--- src/rtl/jogador_automatico.sv ---
// Automatic player for circuito_jogo_base: pulses iniciar, then plays
// a fixed 16-move sequence on botoes and latches the game result.
module jogador_automatico #(
   parameter int INICIAR_CICLOS = 5,
   parameter int ESPERA_CICLOS  = 10,
   parameter int PRESS_CICLOS   = 10,
   parameter int SOLTA_CICLOS   = 10,
   parameter int TIMEOUT_CICLOS = 1000,
   parameter int CONT_W         = 16
) (
   input  logic       clock,
   input  logic       reset,
   input  logic       comecar,
   input  logic       injeta_erro,
   input  logic [3:0] indice_erro,
   input  logic       pronto,
   input  logic       acertou,
   input  logic       errou,
   output logic       iniciar,
   output logic [3:0] botoes,
   output logic       ocupado,
   output logic       fim_acerto,
   output logic       fim_erro,
   output logic       fim_timeout,
   output logic [3:0] db_indice,
   output logic [3:0] db_estado
);

   typedef enum logic [3:0] {
      OCIOSO    = 4'd0,
      PULSO_INI = 4'd1,
      ESPERA    = 4'd2,
      PRESSIONA = 4'd3,
      SOLTA     = 4'd4,
      AGUARDA   = 4'd5,
      FIM       = 4'd6
   } estado_t;

   // Last counter value of a state; a zero length behaves as one cycle.
   function automatic logic [CONT_W-1:0] lim(input int p);
      return (p <= 1) ? '0 : CONT_W'(p - 1);
   endfunction

   localparam logic [CONT_W-1:0] LIM_INI = lim(INICIAR_CICLOS);
   localparam logic [CONT_W-1:0] LIM_ESP = lim(ESPERA_CICLOS);
   localparam logic [CONT_W-1:0] LIM_PRS = lim(PRESS_CICLOS);
   localparam logic [CONT_W-1:0] LIM_SLT = lim(SOLTA_CICLOS);
   localparam logic [CONT_W-1:0] LIM_TO  = lim(TIMEOUT_CICLOS);

   // Move k lives in bits [4k+3:4k].
   localparam logic [63:0] ROM = {
      4'b0100, 4'b0001, 4'b1000, 4'b1000,
      4'b0100, 4'b0100, 4'b0010, 4'b0010,
      4'b0001, 4'b0001, 4'b0010, 4'b0100,
      4'b1000, 4'b0100, 4'b0010, 4'b0001
   };

   estado_t           estado_q, estado_d;
   logic [CONT_W-1:0] cnt_q, cnt_d;
   logic [3:0]        indice_q, indice_d;
   logic              iniciar_q, iniciar_d;
   logic [3:0]        botoes_q, botoes_d;
   logic              ocupado_q, ocupado_d;
   logic              fa_q, fa_d;
   logic              fe_q, fe_d;
   logic              ft_q, ft_d;
   logic [3:0]        jogada;
   logic [5:0]        ptr;

   always_comb begin
      estado_d = estado_q;
      cnt_d    = cnt_q + 1'b1;
      indice_d = indice_q;
      fa_d     = fa_q;
      fe_d     = fe_q;
      ft_d     = ft_q;
      unique case (estado_q)
         OCIOSO: begin
            cnt_d = '0;
            fa_d  = 1'b0;
            fe_d  = 1'b0;
            ft_d  = 1'b0;
            if (comecar) begin
               estado_d = PULSO_INI;
               indice_d = '0;
            end
         end
         PULSO_INI: if (cnt_q == LIM_INI) estado_d = ESPERA;
         ESPERA:    if (cnt_q == LIM_ESP) estado_d = PRESSIONA;
         PRESSIONA: if (cnt_q == LIM_PRS) estado_d = SOLTA;
         SOLTA: begin
            if (cnt_q == LIM_SLT) begin
               if (indice_q == 4'd15) begin
                  estado_d = AGUARDA;
               end else begin
                  estado_d = PRESSIONA;
                  indice_d = indice_q + 4'd1;
               end
            end
         end
         AGUARDA: begin
            if (cnt_q == LIM_TO) begin
               estado_d = FIM;
               ft_d     = 1'b1;
            end
         end
         FIM: begin
            cnt_d = '0;
            if (comecar) begin
               estado_d = PULSO_INI;
               indice_d = '0;
               fa_d     = 1'b0;
               fe_d     = 1'b0;
               ft_d     = 1'b0;
            end
         end
         default: estado_d = OCIOSO;
      endcase
      // A result from the core overrides any counter expiry.
      if (pronto && (estado_q inside {ESPERA, PRESSIONA, SOLTA, AGUARDA})) begin
         estado_d = FIM;
         indice_d = indice_q;
         fa_d     = acertou;
         fe_d     = errou;
         ft_d     = 1'b0;
      end
      if (estado_d != estado_q) cnt_d = '0;
   end

   always_comb begin
      ptr    = {indice_d, 2'b00};
      jogada = ROM[ptr +: 4];
      if (injeta_erro && (indice_d == indice_erro)) begin
         jogada = {jogada[2:0], jogada[3]};
      end
      iniciar_d = (estado_d == PULSO_INI);
      ocupado_d = !(estado_d inside {OCIOSO, FIM});
      botoes_d  = '0;
      if (estado_d == PRESSIONA) begin
         botoes_d = (estado_q == PRESSIONA) ? botoes_q : jogada;
      end
   end

   always_ff @(posedge clock) begin
      if (reset) begin
         estado_q  <= OCIOSO;
         cnt_q     <= '0;
         indice_q  <= '0;
         iniciar_q <= 1'b0;
         botoes_q  <= '0;
         ocupado_q <= 1'b0;
         fa_q      <= 1'b0;
         fe_q      <= 1'b0;
         ft_q      <= 1'b0;
      end else begin
         estado_q  <= estado_d;
         cnt_q     <= cnt_d;
         indice_q  <= indice_d;
         iniciar_q <= iniciar_d;
         botoes_q  <= botoes_d;
         ocupado_q <= ocupado_d;
         fa_q      <= fa_d;
         fe_q      <= fe_d;
         ft_q      <= ft_d;
      end
   end

   assign iniciar     = iniciar_q;
   assign botoes      = botoes_q;
   assign ocupado     = ocupado_q;
   assign fim_acerto  = fa_q;
   assign fim_erro    = fe_q;
   assign fim_timeout = ft_q;
   assign db_indice   = indice_q;
   assign db_estado   = estado_q;

endmodule

--- config.mk ---
export PLATFORM = sky130hd
export DESIGN_NAME = jogador_automatico
export DESIGN_NICKNAME = d
export VERILOG_FILES = /design/src/rtl/jogador_automatico.sv
export SDC_FILE = /design/constraint.sdc
export NUM_CORES = 1
export LEC_CHECK = 0
export BUFFER_PORTS_ARGS = -buffer_cell sky130_fd_sc_hd__buf_2
export CAP_MARGIN = 30
export CORE_MARGIN = 5
export CORE_UTILIZATION = 50
export CTS_CLUSTER_DIAMETER = 100
export DETAILED_ROUTE_END_ITERATION = 12
export PLACE_DENSITY = 0.71
export SYNTH_ARGS = -nofsm -noshare
export SYNTH_HDL_FRONTEND = slang
export SYNTH_SLANG_ARGS = --single-unit
--- constraint.sdc ---
create_clock -name clock -period 6.8 [get_ports clock]
set_input_delay 0.68 -clock clock [delete_from_list [all_inputs] [get_ports clock]]
set_output_delay 0.68 -clock clock [all_outputs]
set_load 0.1 [all_outputs]
==> metrics <==
status=finished clean; MaxCap Viol Count=0; GRT Resource Usage Total=18.3%; most common cell after layout, fill and taps aside=nor2_1; first-pass GRT wire length=8030 um; DR iter-0 viols=98; die height=75.6 um; Area Overhead vs Synth=10.3%; register bit total from synthesis=33; syn nets=280; fraction of synthesis flops using an asynchronous set or reset pin=0%; clock buffer depth=2; Avg Cell Area, Syn=8.13 sq um; Cell Pwr Density=172 mW/mm^2; Die Area=0.00572 sq mm; I/O Buffers=27; initial core utilization=52.7%; Root Driver=clkbuf_8; Max Slew Vio Count=0; Remaining Overflow, GRT=0; Setup crit end kind=flip-flop; CTS H-tree lvls=2; Num CTS Buffers=5; 1st-pass router iterations=4; Final min period=3.50 ns; commonest non-fill, non-tap cells in the layout=nor2_1 (40), dfxtp_1 (33), buf_2 (27), nand2_1 (19), nand3_1 (19); worst min-delay path class=reg -> reg; fillers=395; Synth cell types=57; vias=1,935; Worst setup SP type=flip-flop; CP delay by family, top=compound AO/OA/AOI/OAI gates; # IOs=28; clock sinks=33; Cell Area, Synth=0.00215 sq mm; Critical Path AT=3.67 ns; final number of setup-violating endpoints=0; DRC=0; vias in the first global route=1,694; final hold slack=0.459 ns; Synth Warn #=0; crit share post-route=51.5%; antenna viol nets, final=0; Tot Pwr=408 uW; Reg area=661 sq um; # resized after CTS=0; Seq/Total Area, Yosys=30.7%; clk_skew=0.00618 ns; # diodes=0; unrepaired setup endpoints after global routing=false; Leakage=0.860 nW; Worst path slowest cell=a2111oi_4; chip width=75.6 um; Post-CTS Setup Inserts=0; Critical Path RT=6.97 ns; IR drop worst, VDD=0.168 mV; ratio of cells with drive above 1 in the final layout=16.7%; fmax=285 MHz; WL final=4650 um; final instance area=0.00237 sq mm; most used cell, CP=a41oi_1; placed inst area=0.00226 sq mm; Detail Placement HPWL=3500 um; Core ar.=0.00409 sq mm; hold buffer count at cts=0; Layout Utilization=58.1%; headroom to the max-slew limit=41.6%; FP Rows=23; kind of critical path=reg -> reg; Final GP Congestion=0.852; TNS Setup=0 ns; CTS clk-pin slew, worst paths=0.07 ns; largest net degree at the start of global routing=17; Post-Syn Instances=265; Post-synth EDFFs=0; NumNets Final=301; critical path's largest stage delay=0.63 ns; Clk Latency, worst-skew pair=0.28 ns; worst path cell trace=or4_4, nor4_4, a41oi_1, a211oi_2, a41oi_1, a2111oi_4, mux2i_1, a211oi_1, o2bb2ai_1; initial antenna violation count=0; via/cell ratio=5.74; Routed WL per cell=13.8 um; top_reg_cell synth=dfxtp_1; Fin. Hold Viols=0; CTS tree=done; Max FO, Critical Path=11; Crit path buffers/inverters=0; Multi-input gate area=0.00137 sq mm; Slew @ Worst Pin=0.876 ns
area by class of cell:
type	count	area share (%)
multi-input cells	211	57.7
flip-flops and latches	33	27.8
repair buffers	27	5.69
inverters	8	1.26
clock inverters	1	1.26
clock buffers	7	3.64
well taps	50	2.63
routing by layer:
metal  part of all wire (%)  vias to the layer above  global-route usage [%]
li1                       -                      984                       -
met1                     50                      903                    26.1
met2                     43                       42                    26.4
met3                    5.6                        6                    4.49
met4                    1.2                        0                    7.18
met5                      0                        -                       0
final timing paths:
path              slack [ns]  cells after the start                   start                     end
setup / recovery        3.30                      9     cnt_q[6]$_SDFF_PP0_  botoes[3]$_SDFFE_PP0N_
hold / removal          0.46                      1  botoes[1]$_SDFFE_PP0N_  botoes[1]$_SDFFE_PP0N_
setup reg to reg        3.30                      9     cnt_q[6]$_SDFF_PP0_  botoes[3]$_SDFFE_PP0N_
hold reg to reg         0.46                      1  botoes[1]$_SDFFE_PP0N_  botoes[1]$_SDFFE_PP0N_
flip-flops by register name, summed over array words and instances (netlist names):
signal / count
db_indice: 4
iniciar: 1
fim_acerto: 1
fim_erro: 1
cnt_q: 16
botoes: 4
ocupado: 1
fim_timeout: 1
db_estado: 4
synthesized netlist by cell type, types with 5 or more instances:
master / number / share of area, %
inv_1: 8 / 1.4
mux2i_1: 5 / 2.3
a21oi_1: 11 / 2.6
nand3_1: 19 / 4.4
nand2_1: 19 / 3.3
xnor2_1: 9 / 3.7
nor3_1: 7 / 1.6
dfxtp_1: 33 / 31
xor2_1: 12 / 4.9
nor2_1: 40 / 7.0
nand4_1: 5 / 1.5
nor2b_1: 6 / 1.7
nor4_1: 5 / 1.5
o21ai_0: 8 / 1.9
or3_1: 5 / 1.5
clkbuf_1: 5 / 0.87
kinds of logic after synthesis:
group / Yosys count / share of synthesized area [%]
muxes: 5 / 2.32
and+or+nand+nor: 135 / 34.3
AOI/OAI and AO/OA: 45 / 16.0
buffers and inverters: 21 / 5.69
other: 1 / 0.174
xor gates and xnor gates: 21 / 8.54
adders and majority gates: 4 / 2.32
DFF: 33 / 30.7
metrics by stage:
step	std cells	setup slack, ns
after floorplan	265	3.28
after global placement	329	3.44
after detailed placement	329	3.31
after CTS	337	3.30
after global routing	337	2.95
final	337	3.30
where the power goes:
part | switching, mW | internal (mW)
Sequential | 0.00204 | 0.194
Combinational | 0.0166 | 0.00694
Clock | 0.0684 | 0.119
Total | 0.0870 | 0.321
Note: power is estimated with default switching activity, not from simulation.
